===== config.mk =====
export PLATFORM = sky130hd
export DESIGN_NAME = photon_gate_counter
export DESIGN_NICKNAME = d
export VERILOG_FILES = /design/src/rtl/photon_gate_counter.sv
export SDC_FILE = /design/constraint.sdc
export NUM_CORES = 1
export LEC_CHECK = 0
export BUFFER_PORTS_ARGS = -buffer_cell sky130_fd_sc_hd__buf_2
export CORE_MARGIN = 4
export CORE_UTILIZATION = 25
export DETAILED_ROUTE_END_ITERATION = 10
export PLACE_DENSITY = 0.52
export SLEW_MARGIN = 10
export SYNTH_ARGS = -nofsm -noshare
export SYNTH_HDL_FRONTEND = slang
export SYNTH_SLANG_ARGS = --single-unit

===== constraint.sdc =====
create_clock -name CLK -period 4.7 [get_ports CLK]
set_input_delay 0.235 -clock CLK [delete_from_list [all_inputs] [get_ports CLK]]
set_output_delay 0.235 -clock CLK [all_outputs]
set_load 0.02 [all_outputs]

===== src/rtl/photon_gate_counter.sv =====
// photon_gate_counter
//   Counts synchronised detector pulses between a START_COUNT rising edge and
//   an END_COUNT rising edge. The frozen count is then returned as two 16-bit
//   words (high word first) to the SPI TX path when READ_DATA rises.
//
// Ports:
//   CLK, RST_N      clock, asynchronous active-low reset
//   PHOTON_IN       asynchronous detector pulse, one photon per rising edge
//   START_COUNT     control level, rising edge opens a counting window
//   END_COUNT       control level, rising edge closes the window
//   READ_DATA       control level, rising edge starts a two-word readout
//   TX_READY        SPI TX can take DATA_OUT this cycle
//   DATA_OUT        readout word
//   DATA_VALID      DATA_OUT valid; a word moves on DATA_VALID & TX_READY
//   BUSY            high while counting or reading out
//   OVERFLOW        sticky, counter saturated during the last window
module photon_gate_counter #(
  parameter int unsigned CNT_WIDTH   = 32,
  parameter int unsigned SYNC_STAGES = 2
) (
  input  logic        CLK,
  input  logic        RST_N,
  input  logic        PHOTON_IN,
  input  logic        START_COUNT,
  input  logic        END_COUNT,
  input  logic        READ_DATA,
  input  logic        TX_READY,
  output logic [15:0] DATA_OUT,
  output logic        DATA_VALID,
  output logic        BUSY,
  output logic        OVERFLOW
);

  localparam int unsigned WORD_W = 16;
  localparam logic [CNT_WIDTH-1:0] CNT_MAX = '1;

  typedef enum logic [1:0] {
    S_IDLE,
    S_COUNTING,
    S_HOLD,
    S_READOUT
  } state_t;

  state_t                 r_state;
  logic [CNT_WIDTH-1:0]   r_count;
  logic                   r_low_sel;
  logic [SYNC_STAGES-1:0] r_sync;
  logic                   r_ph_prev;
  logic                   r_ph_pulse;
  logic                   r_start_prev;
  logic                   r_end_prev;
  logic                   r_read_prev;

  state_t                 w_state_nxt;
  logic [CNT_WIDTH-1:0]   w_count_nxt;
  logic                   w_low_sel_nxt;
  logic [WORD_W-1:0]      w_data_nxt;
  logic                   w_valid_nxt;
  logic                   w_busy_nxt;
  logic                   w_ovf_nxt;
  logic                   w_start_edge;
  logic                   w_end_edge;
  logic                   w_read_edge;
  logic                   w_handshake;

  // Photon synchroniser plus registered rising-edge detect (one-cycle pulse)
  always_ff @(posedge CLK or negedge RST_N) begin
    if (!RST_N) begin
      r_sync     <= '0;
      r_ph_prev  <= 1'b0;
      r_ph_pulse <= 1'b0;
    end else begin
      r_sync     <= {r_sync[SYNC_STAGES-2:0], PHOTON_IN};
      r_ph_prev  <= r_sync[SYNC_STAGES-1];
      r_ph_pulse <= r_sync[SYNC_STAGES-1] & ~r_ph_prev;
    end
  end

  // Previous values of the control levels for edge detection
  always_ff @(posedge CLK or negedge RST_N) begin
    if (!RST_N) begin
      r_start_prev <= 1'b0;
      r_end_prev   <= 1'b0;
      r_read_prev  <= 1'b0;
    end else begin
      r_start_prev <= START_COUNT;
      r_end_prev   <= END_COUNT;
      r_read_prev  <= READ_DATA;
    end
  end

  assign w_start_edge = START_COUNT & ~r_start_prev;
  assign w_end_edge   = END_COUNT & ~r_end_prev;
  assign w_read_edge  = READ_DATA & ~r_read_prev;
  assign w_handshake  = DATA_VALID & TX_READY;

  // State, counter and output registers
  always_ff @(posedge CLK or negedge RST_N) begin
    if (!RST_N) begin
      r_state    <= S_IDLE;
      r_count    <= '0;
      r_low_sel  <= 1'b0;
      DATA_OUT   <= '0;
      DATA_VALID <= 1'b0;
      BUSY       <= 1'b0;
      OVERFLOW   <= 1'b0;
    end else begin
      r_state    <= w_state_nxt;
      r_count    <= w_count_nxt;
      r_low_sel  <= w_low_sel_nxt;
      DATA_OUT   <= w_data_nxt;
      DATA_VALID <= w_valid_nxt;
      BUSY       <= w_busy_nxt;
      OVERFLOW   <= w_ovf_nxt;
    end
  end

  // Next-state and next-output logic
  always_comb begin
    w_state_nxt   = r_state;
    w_count_nxt   = r_count;
    w_low_sel_nxt = r_low_sel;
    w_data_nxt    = DATA_OUT;
    w_valid_nxt   = DATA_VALID;
    w_ovf_nxt     = OVERFLOW;

    unique case (r_state)
      S_IDLE: begin
        if (w_start_edge) begin
          w_count_nxt = '0;
          w_ovf_nxt   = 1'b0;
          w_state_nxt = S_COUNTING;
        end
      end

      S_COUNTING: begin
        // Saturate rather than wrap; a pulse lost at full scale flags overflow
        if (r_ph_pulse) begin
          if (r_count == CNT_MAX) begin
            w_ovf_nxt = 1'b1;
          end else begin
            w_count_nxt = r_count + CNT_WIDTH'(1);
          end
        end
        if (w_end_edge) begin
          w_state_nxt = S_HOLD;
        end
      end

      S_HOLD: begin
        // START takes priority over READ in the same cycle
        if (w_start_edge) begin
          w_count_nxt = '0;
          w_ovf_nxt   = 1'b0;
          w_state_nxt = S_COUNTING;
        end else if (w_read_edge) begin
          w_data_nxt    = r_count[CNT_WIDTH-1 -: WORD_W];
          w_valid_nxt   = 1'b1;
          w_low_sel_nxt = 1'b0;
          w_state_nxt   = S_READOUT;
        end
      end

      S_READOUT: begin
        if (w_handshake) begin
          if (!r_low_sel) begin
            w_data_nxt    = r_count[WORD_W-1:0];
            w_low_sel_nxt = 1'b1;
          end else begin
            w_valid_nxt   = 1'b0;
            w_low_sel_nxt = 1'b0;
            w_state_nxt   = S_HOLD;
          end
        end
      end

      default: begin
        w_state_nxt = S_IDLE;
      end
    endcase

    w_busy_nxt = (w_state_nxt == S_COUNTING) || (w_state_nxt == S_READOUT);
  end

endmodule


==> flow_summary.ini, run 1 <==
[floorplan]
num_rows = 41
start_util = 0.2597
core-area_um2 = 12820
io_pins = 26
fp.dieW_um = 123.4
die_h_um = 123.4
die-area_um2 = 15230

[critical_path]
max_stage_delay_ns = 0.91
cp.arrival_ns = 3.25
r2r.worst_path.cells = 6
slowest_stage = nand3_1
required_ns = 4.92
crit_chain = ha_1 > nand4_1 > nor4_4 > nand3_1 > a31o_2 > a32o_1
worstSetupPathType = flip-flop to flip-flop
end_kind = flip-flop
worstSetupStartpointType = flip-flop
worstPathMaxFanout = 31

[sta]
fin_tns_setup_ns = 0
hold_violations = 0
worst_slew_pin_slew_ns = 1.167
max_slew_margin = 0.2199
clock_skew_ns = 0.006173
setup_viol = 0
fmax_mhz = 330.2
min_period_ns = 3.029
period_share = 0.6444
rsz0062_at_grt = false
slew_violations = 0

[pwr]
p_leak_nw = 1.609
p_seq_frac = 0.376
power_frac_clock = 0.283
power_density_nw_per_um2 = 596.4
swShare = 0.4001
comb_power_share = 0.341
power.net_switching_uw = 923.1
p_int_mw = 1.384
power_mw = 2.307
peakVddDrop_mv = 0.1591

[layout]
fin_nets = 367
drive_gt1_frac = 0.1566
largest_reg_flops = 32
fill_cells = 1341
area_growth_pct = 16.15
layout_common_cells = dfrtp_1, nand2_1, a31oi_1, buf_2, o21ai_0
fin_area_um2 = 3869
reg_top3 = r_count (32), DATA_OUT (16), r_sync (2)
diodes = 0
largest_register = r_count
layout_commonest_cell = dfrtp_1

[run]
cap_violations = 0

[synthesis]
synth-edff-count = 0
synth_top_area_frac = 0.4508
yosys.area_share.simple = 0.2558
synth_top_family_by_area = simple AND/OR/NAND/NOR gates
yosysWarnings = 0
ys_seq_area_frac = 0.4508
synthCells = 348
yosys_register_bits = 60
synthArstFlopShare = 1.000
synthFlopType = dfrtp_1
synth_xor_area_frac = 0
avgSynthCellArea_um2 = 9.571
synth_cell_type_count = 55
synth_area_leaders = dfrtp_1, a31oi_1, nand2_1
syn_nets = 356
synthMuxAreaShare = 0.06161
synthAdderAreaFrac = 0.003757
yosys.area.top_type = dfrtp_1
netlist_area_um2 = 3331
synth_compound_area_frac = 0.1829

[global_routing]
grt_max_degree = 61
antenna_found_initial = 0
grt_use_total = 0.1242
grt_pass1_wl_mm = 14.68
first_global_vias = 2669
gr-total-overflow = 0

[clock_network]
cts.htree.levels = 3
cts.sinks = 60
holdBufCountCts = 1
cts_resized = 0
cts-buffers-inserted = 9
insertion_delay_ns = 0.33
post_cts_buffers = 0
clkTransAtPathRegs_ns = 0.06
cts_root_buf = clkbuf_16
clockBufferDepth = 2
cts_tree = yes

[detailed_routing]
drtAntennaViolNets = 0
wl_per_cell_um = 16.22
first_pass_iters = 5
first_iter_violations = 212
vias = 2839
drc = 0
vias_per_cell = 5.297
wl_mm = 8.695

[min_path]
hold_class = input pin to flip-flop
hold_depth = 1

[placement]
dp_hpwl_mm = 5.824
place_area_um2 = 3558
io_buffer_count = 25
finalWeightedCongestion = 0.8960

[status]
status = completed
-- metrics by stage --
stage / setup WS (ns) / util / hold slack, ns / instances
3_5_place_dp: 1.725 / 0.2775 / 0.3396 / 519
5_1_grt: 1.514 / 0.3017 / 0.01138 / 536
6_report: 1.671 / 0.3017 / 0.02463 / 536
4_1_cts: 1.715 / 0.3011 / 0.01470 / 536
3_3_place_gp: 1.839 / 0.2775 / 0.3319 / 519
2_1_floorplan: 2.700 / - / -0.06059 / 348
-- path summary, 6_finish.rpt --
kind                       startpoint     endpoint  slack, ns
max in group asynchronous       RST_N   DATA_VALID       4.08
min in group asynchronous       RST_N  r_count[26]       0.07
min reg2reg                 r_sync[0]    r_sync[1]       0.36
min                         END_COUNT   r_end_prev       0.02
max                        r_count[1]   r_count[7]       1.67
max reg2reg                r_count[1]   r_count[7]       1.67
-- power groups by stage --
stage	Sequential, mW	Combinational (mW)	Clock (mW)
finish	0.868	0.787	0.652
CTS	0.866	0.795	0.668
global placement	0.865	0.793	0
floorplan	0.897	0.521	0
detailed placement	0.873	0.790	0
global route	0.902	0.882	0.698
-- worst max-delay path: cells and delay by family, from the launching register on --
kind | cells | cell delay [ns]
AND/OR/NAND/NOR | 3 | 1.44
flip-flops | 1 | 0.44
adder cells (fa/ha/maj) | 1 | 0.29
AO/OA/AOI/OAI | 2 | 0.75
-- Yosys cell counts (all sizes together) (3+ instances only) --
| cell | count |
|---|---|
| dfrtp | 60 |
| nand2 | 44 |
| a31oi | 28 |
| o21ai | 22 |
| clkbuf | 18 |
| nand3 | 17 |
| mux2i | 16 |
| nand4 | 15 |
| nand3b | 13 |
| buf | 12 |
| and3 | 9 |
| nor2 | 9 |
| nor3 | 8 |
| nor4 | 6 |
| o211ai | 6 |
| a21oi | 5 |
| a22o | 5 |
| and2 | 5 |
| nand2b | 5 |
| o311ai | 5 |
| and4 | 4 |
| mux2 | 4 |
| a41oi | 3 |
| o311a | 3 |
| or4 | 3 |
-- per-layer routing --
| layer | GRT usage | routed length, µm | up-vias |
|---|---|---|---|
| li1 | - | - | 1353 |
| met1 | 0.1750 | 4268 | 1381 |
| met2 | 0.1794 | 3761 | 91 |
| met3 | 0.03339 | 485 | 14 |
| met4 | 0.05052 | 179 | 0 |
| met5 | 0 | 0 | - |
-- final cells by class --
class                           instances  area [µm²]  share of cell area
Multi-Input combinational cell        256        1687              0.4360
Clock inverter                          6       63.81             0.01649
Sequential cell                        60        1501              0.3881
Clock buffer                           10       229.0             0.05919
Timing Repair Buffer                   30       165.2             0.04269
Inverter                                2       7.507            0.001940
Tap cell                              172       215.2             0.05563
-- cell families after synthesis --
kind of cell | Yosys count
muxes | 20
adders and majority gates | 1
AOI/OAI and AO/OA | 89
DFF | 60
buffers and inverters | 32
and+or+nand+nor | 146
Power figures use the tool's default switching activity.
==> run 2: changes to the inputs <==
--- a/config.mk
+++ b/config.mk
@@ -9,7 +9,7 @@
 export CORE_MARGIN = 4
 export CORE_UTILIZATION = 25
 export DETAILED_ROUTE_END_ITERATION = 10
-export PLACE_DENSITY = 0.52
+export PLACE_DENSITY = 0.53
 export SLEW_MARGIN = 10
 export SYNTH_ARGS = -nofsm -noshare
 export SYNTH_HDL_FRONTEND = slang
==> constraint.sdc (replaced) <==
create_clock -name CLK -period 2.55 [get_ports CLK]
set_input_delay 0.1275 -clock CLK [delete_from_list [all_inputs] [get_ports CLK]]
set_output_delay 0.1275 -clock CLK [all_outputs]
set_load 0.02 [all_outputs]
==> run 2 against run 1 <==
Final cell count rose by 3.2%. First-iteration DRC count rose by 10%. Combinational power rose by 89%. Sequential share of layout area fell by 1.5 points. Flip-flop and latch count did not move. Via count rose by 3.1%. Clock power rose by 83%. Maximum frequency rose by 37%. Non-clock buffer count rose by 17. Final area rose by 4.0%. Worst hold slack improved by 0.11 ns. Highest routed layer unchanged.
==> flow_summary.ini, run 2 (same netlist as run 1, synthesis figures left out) <==
[floorplan]
fp.dieW_um = 123.4
core-area_um2 = 12820
io_pins = 26
die-area_um2 = 15230
die_h_um = 123.4
num_rows = 41
start_util = 0.2597

[critical_path]
worstPathMaxFanout = 6
worstSetupPathType = flip-flop to flip-flop
end_kind = flip-flop
required_ns = 2.76
rrSetupSlack_ns = 0.33
r2r.worst_path.cells = 6
reg2reg_to = r_count[14]
cp.arrival_ns = 2.43
r2r_start = r_count[0]
crit_start = r_count[0]
worstSetupStartpointType = flip-flop

[detailed_routing]
wl_mm = 8.816
vias_per_cell = 5.295
first_pass_iters = 5
wl_per_cell_um = 15.94
first_iter_violations = 234
vias = 2928
drc = 0
drtAntennaViolNets = 0

[clock_network]
post_cts_buffers = 0
cts.htree.levels = 3
cts_root_buf = clkbuf_16
clockBufferDepth = 2
cts_resized = 0
cts.sinks = 60
cts-buffers-inserted = 9
holdBufCountCts = 5
insertion_delay_ns = 0.33
clkTransAtPathRegs_ns = 0.05
cts_tree = yes

[layout]
reg_top3 = r_count (32), DATA_OUT (16), r_sync (2)
final_util = 0.3138
fin_nets = 384
drive_gt1_frac = 0.1811
area_growth_pct = 20.81
layout_commonest_cell = dfrtp_1
diodes = 0
largest_register = r_count
largest_reg_flops = 32
layout_common_cells = dfrtp_1, nand2_1, a31oi_1, buf_2, o21ai_0

[sta]
max_slew_margin = 0.3720
slew_violations = 0
clock_skew_ns = 0.008072
rsz0062_at_grt = false
fin_tns_setup_ns = 0
setup_viol = 0
hold_violations = 0
fmax_mhz = 451.3
worst_slew_pin_slew_ns = 0.9420
period_share = 0.8689
min_period_ns = 2.216

[global_routing]
first_global_vias = 2712
grt_pass1_wl_mm = 14.75
gr-total-overflow = 0
antenna_found_initial = 0
grt_use_met3 = 0.03339
use_met2 = 0.1842
grtUsageMet1 = 0.1752
grt_max_degree = 33
busiest_layer = met2
grt_use_total = 0.1258

[placement]
dp_hpwl_mm = 6.332
io_buffer_count = 25
finalWeightedCongestion = 0.8805

[pwr]
power_density_nw_per_um2 = 1067
peakVddDrop_mv = 0.3320
p_leak_nw = 1.693

[min_path]
hold_class = input pin to flip-flop
hold_depth = 3
min_from = TX_READY
hold-path-endpoint = r_low_sel

[status]
status = completed

[run]
cap_violations = 0
-- run 2: changes by cell type in the layout (fill, tap and decap cells not counted) --
cell / before / now
buf_4: 4 / 15
a41oi_2: 1 / 0
a41oi_1: 2 / 3
dlygate4sd3_1: 1 / 5
buf_12: 0 / 2
-- run 2: metal layers --
metal	wire, µm	vias up
met4	114	0
li1	-	1393
met5	0	-
met1	4223	1438
met2	3978	88
met3	499	9
-- run 2: final cells by class --
cell class	instances	area, µm²
multi-input combinational	256	1679
inverter	2	7.507
fill	1342	8801
timing repair buffer	47	327.8
clock buffer	10	229.0
sequential	60	1501
clock inverter	6	63.81
tap	172	215.2
-- run 2: how the worst max path moves through the flow --
stage | cells after the start | slack (ns) | to
2_1_floorplan | 6 | 0.55 | r_count[14]
3_3_place_gp | 7 | 0.40 | r_count[21]
3_5_place_dp | 6 | 0.36 | r_count[14]
4_1_cts | 6 | 0.35 | r_count[14]
5_1_grt | 6 | 0.16 | r_count[10]
6_report | 6 | 0.33 | r_count[14]
-- run 2: power breakdown --
| group | internal (mW) | switching [mW] | leakage (nW) |
|---|---|---|---|
| Sequential | 1.25 | 0.361 | 0.721 |
| Combinational | 0.585 | 0.906 | 0.833 |
| Clock | 0.755 | 0.436 | 0.139 |
-- run 2: critical path, stage by stage (launching register included) --
cell,delay (ns)
dfrtp_1,0.43
ha_1,0.26
nand4_1,0.21
or4_1,0.53
a31oi_1,0.17
mux2_1,0.33
a22o_1,0.18
-- run 2: metrics by stage --
step | hold WS, ns | total power, mW | cells | setup WS (ns) | area, µm²
after floorplan | -0.1681 | 2.614 | 348 | 0.5499 | 3331
after global placement | 0.01193 | 3.093 | 532 | 0.4039 | 3681
after detailed placement | 0.009972 | 3.123 | 532 | 0.3579 | 3681
after CTS | 0.1309 | 4.336 | 553 | 0.3477 | 4024
after global routing | 0.1817 | 4.596 | 553 | 0.1636 | 4024
final | 0.1388 | 4.293 | 553 | 0.3342 | 4024
==> run 3: changes to the inputs <==
==> constraint.sdc (replaced) <==
create_clock -name CLK -period 2.55 [get_ports CLK]
set_input_delay 0.6375 -clock CLK [delete_from_list [all_inputs] [get_ports CLK]]
set_output_delay 0.6375 -clock CLK [all_outputs]
set_load 0.02 [all_outputs]
==> run 3 against run 2 <==
Count of clock-buffer cells in the layout up 2. Critical endpoint unchanged. Critical path depth unchanged. Power up 3.3%. Wire length up 0.56%. Sequential power about the same. Flip-flop and latch count unchanged.
==> flow_summary.ini, run 3 (same netlist as run 1, synthesis figures left out) <==
[critical_path]
r2r.worst_path.cells = 6
crit_chain = ha_1 > nand4_1 > or4_1 > a31oi_1 > mux2_1 > a22o_1
cp_top_family = simple AND/OR/NAND/NOR gates
cp.depth = 6
max_stage_delay_ns = 0.52
cp.arrival_ns = 2.56
reg2reg_to = r_count[14]
worstSetupStartpointType = flip-flop
cp-endpoint = r_count[14]
required_ns = 2.76
r2r_start = r_count[1]
worstPathMaxFanout = 6
worstSetupPathType = flip-flop to flip-flop
slowest_stage = or4_1
end_kind = flip-flop
crit_start = r_count[1]
rrSetupSlack_ns = 0.19
worst-path-buf-inv = 0

[layout]
fin_nets = 377
largest_reg_flops = 32
largest_register = r_count
diodes = 0
reg_top3 = r_count (32), DATA_OUT (16), r_sync (2)
layout_commonest_cell = dfrtp_1
layout_common_cells = dfrtp_1, nand2_1, a31oi_1, buf_2, o21ai_0
area_growth_pct = 19.38
drive_gt1_frac = 0.1796
fill_cells = 1347

[global_routing]
antenna_found_initial = 0
use_met2 = 0.1896
grt_max_degree = 33
first_global_vias = 2744
grt_use_met3 = 0.03751
grt_pass1_wl_mm = 14.42
gr-total-overflow = 0
grtUsageMet1 = 0.1646
busiest_layer = met2
grt_use_total = 0.1224

[placement]
finalWeightedCongestion = 0.8861
io_buffer_count = 25
dp_hpwl_mm = 6.140
dpl_worst_slack_ns = 0.2374

[floorplan]
die_h_um = 123.4
num_rows = 41
io_pins = 26
core-area_um2 = 12820
die-area_um2 = 15230
fp.dieW_um = 123.4
start_util = 0.2597

[clock_network]
holdBufCountCts = 0
clkTransAtPathRegs_ns = 0.06
cts_resized = 0
cts_root_buf = clkbuf_16
cts_tree = yes
clockBufferDepth = 2
post_cts_buffers = 0
cts-buffers-inserted = 9
cts.htree.levels = 3
cts.sinks = 60
insertion_delay_ns = 0.33

[sta]
fin_ws_ns = 0.1937
period_share = 0.9240
hold_violations = 0
max_slew_margin = 0.3741
min_period_ns = 2.356
clock_skew_ns = 0.01473
whs_ns = 0.3037
fin_tns_setup_ns = 0
rsz0062_at_grt = false
worst_slew_pin_slew_ns = 0.9389
setup_viol = 0
slew_violations = 0
fmax_mhz = 424.4

[detailed_routing]
first_pass_iters = 5
wl_per_cell_um = 16.27
vias_per_cell = 5.272
drtAntennaViolNets = 0
wl_mm = 8.865
drc = 0
first_iter_violations = 130
vias = 2873

[pwr]
power.net_switching_mw = 1.690
peakVddDrop_mv = 0.3277
power_frac_clock = 0.308
swShare = 0.3810
p_seq_frac = 0.365
comb_power_share = 0.327
power_density_nw_per_um2 = 1116
p_int_mw = 2.746
p_leak_nw = 1.683

[run]
cap_violations = 0

[status]
status = completed

[min_path]
hold_class = input pin to asynchronous set/reset pin
## run 3: cell count changes in the layout (fill, tap and decap cells not counted)
cell / change
bufinv_16: +1
clkinv_4: +1
clkinv_2: -2
dlygate4sd3_1: -5
clkbuf_1: -1
buf_12: -2
inv_6: -1
clkinvlp_4: -2
clkbuf_8: +3
## run 3: worst min path at each step
| stage | startpoint | slack [ns] | endpoint |
|---|---|---|---|
| 6_report | RST_N | 0.30 | r_count[27] |
| 5_1_grt | RST_N | 0.34 | r_count[27] |
| 4_1_cts | RST_N | 0.33 | r_count[12] |
| 3_5_place_dp | r_sync[0] | 0.34 | r_sync[1] |
| 3_3_place_gp | r_sync[0] | 0.33 | r_sync[1] |
| 2_1_floorplan | r_sync[0] | 0.33 | r_sync[1] |
## run 3: cell type report
class	count	area (µm²)	share of cell area
sequential	60	1501	0.3776
multi-input combinational	256	1679	0.4223
clock inverter	3	68.82	0.01731
tap	172	215.2	0.05412
timing repair buffer	40	237.7	0.05979
clock buffer	12	266.5	0.06702
inverter	2	7.507	0.001888
## run 3: metrics by stage
step,area (µm²),power (mW),utilization,instances
4_1_cts,3976,4.472,0.3100,545
3_5_place_dp,3641,3.089,0.2839,530
3_3_place_gp,3641,3.051,0.2839,530
5_1_grt,3976,4.711,0.3100,545
2_1_floorplan,3331,2.614,-,348
6_report,3976,4.436,0.3100,545
## run 3: metal layers
metal,up-vias,wire length (µm)
met5,-,0
met4,0,124
met3,12,435
met2,84,4023
met1,1403,4283
li1,1374,-
## run 3: power groups by stage
stage	Combinational, mW	Clock (mW)	Sequential [mW]
after CTS	1.47	1.39	1.61
after floorplan	0.961	0	1.65
final	1.45	1.37	1.62
after global routing	1.62	1.43	1.66
after global placement	1.44	0	1.62
after detailed placement	1.46	0	1.63
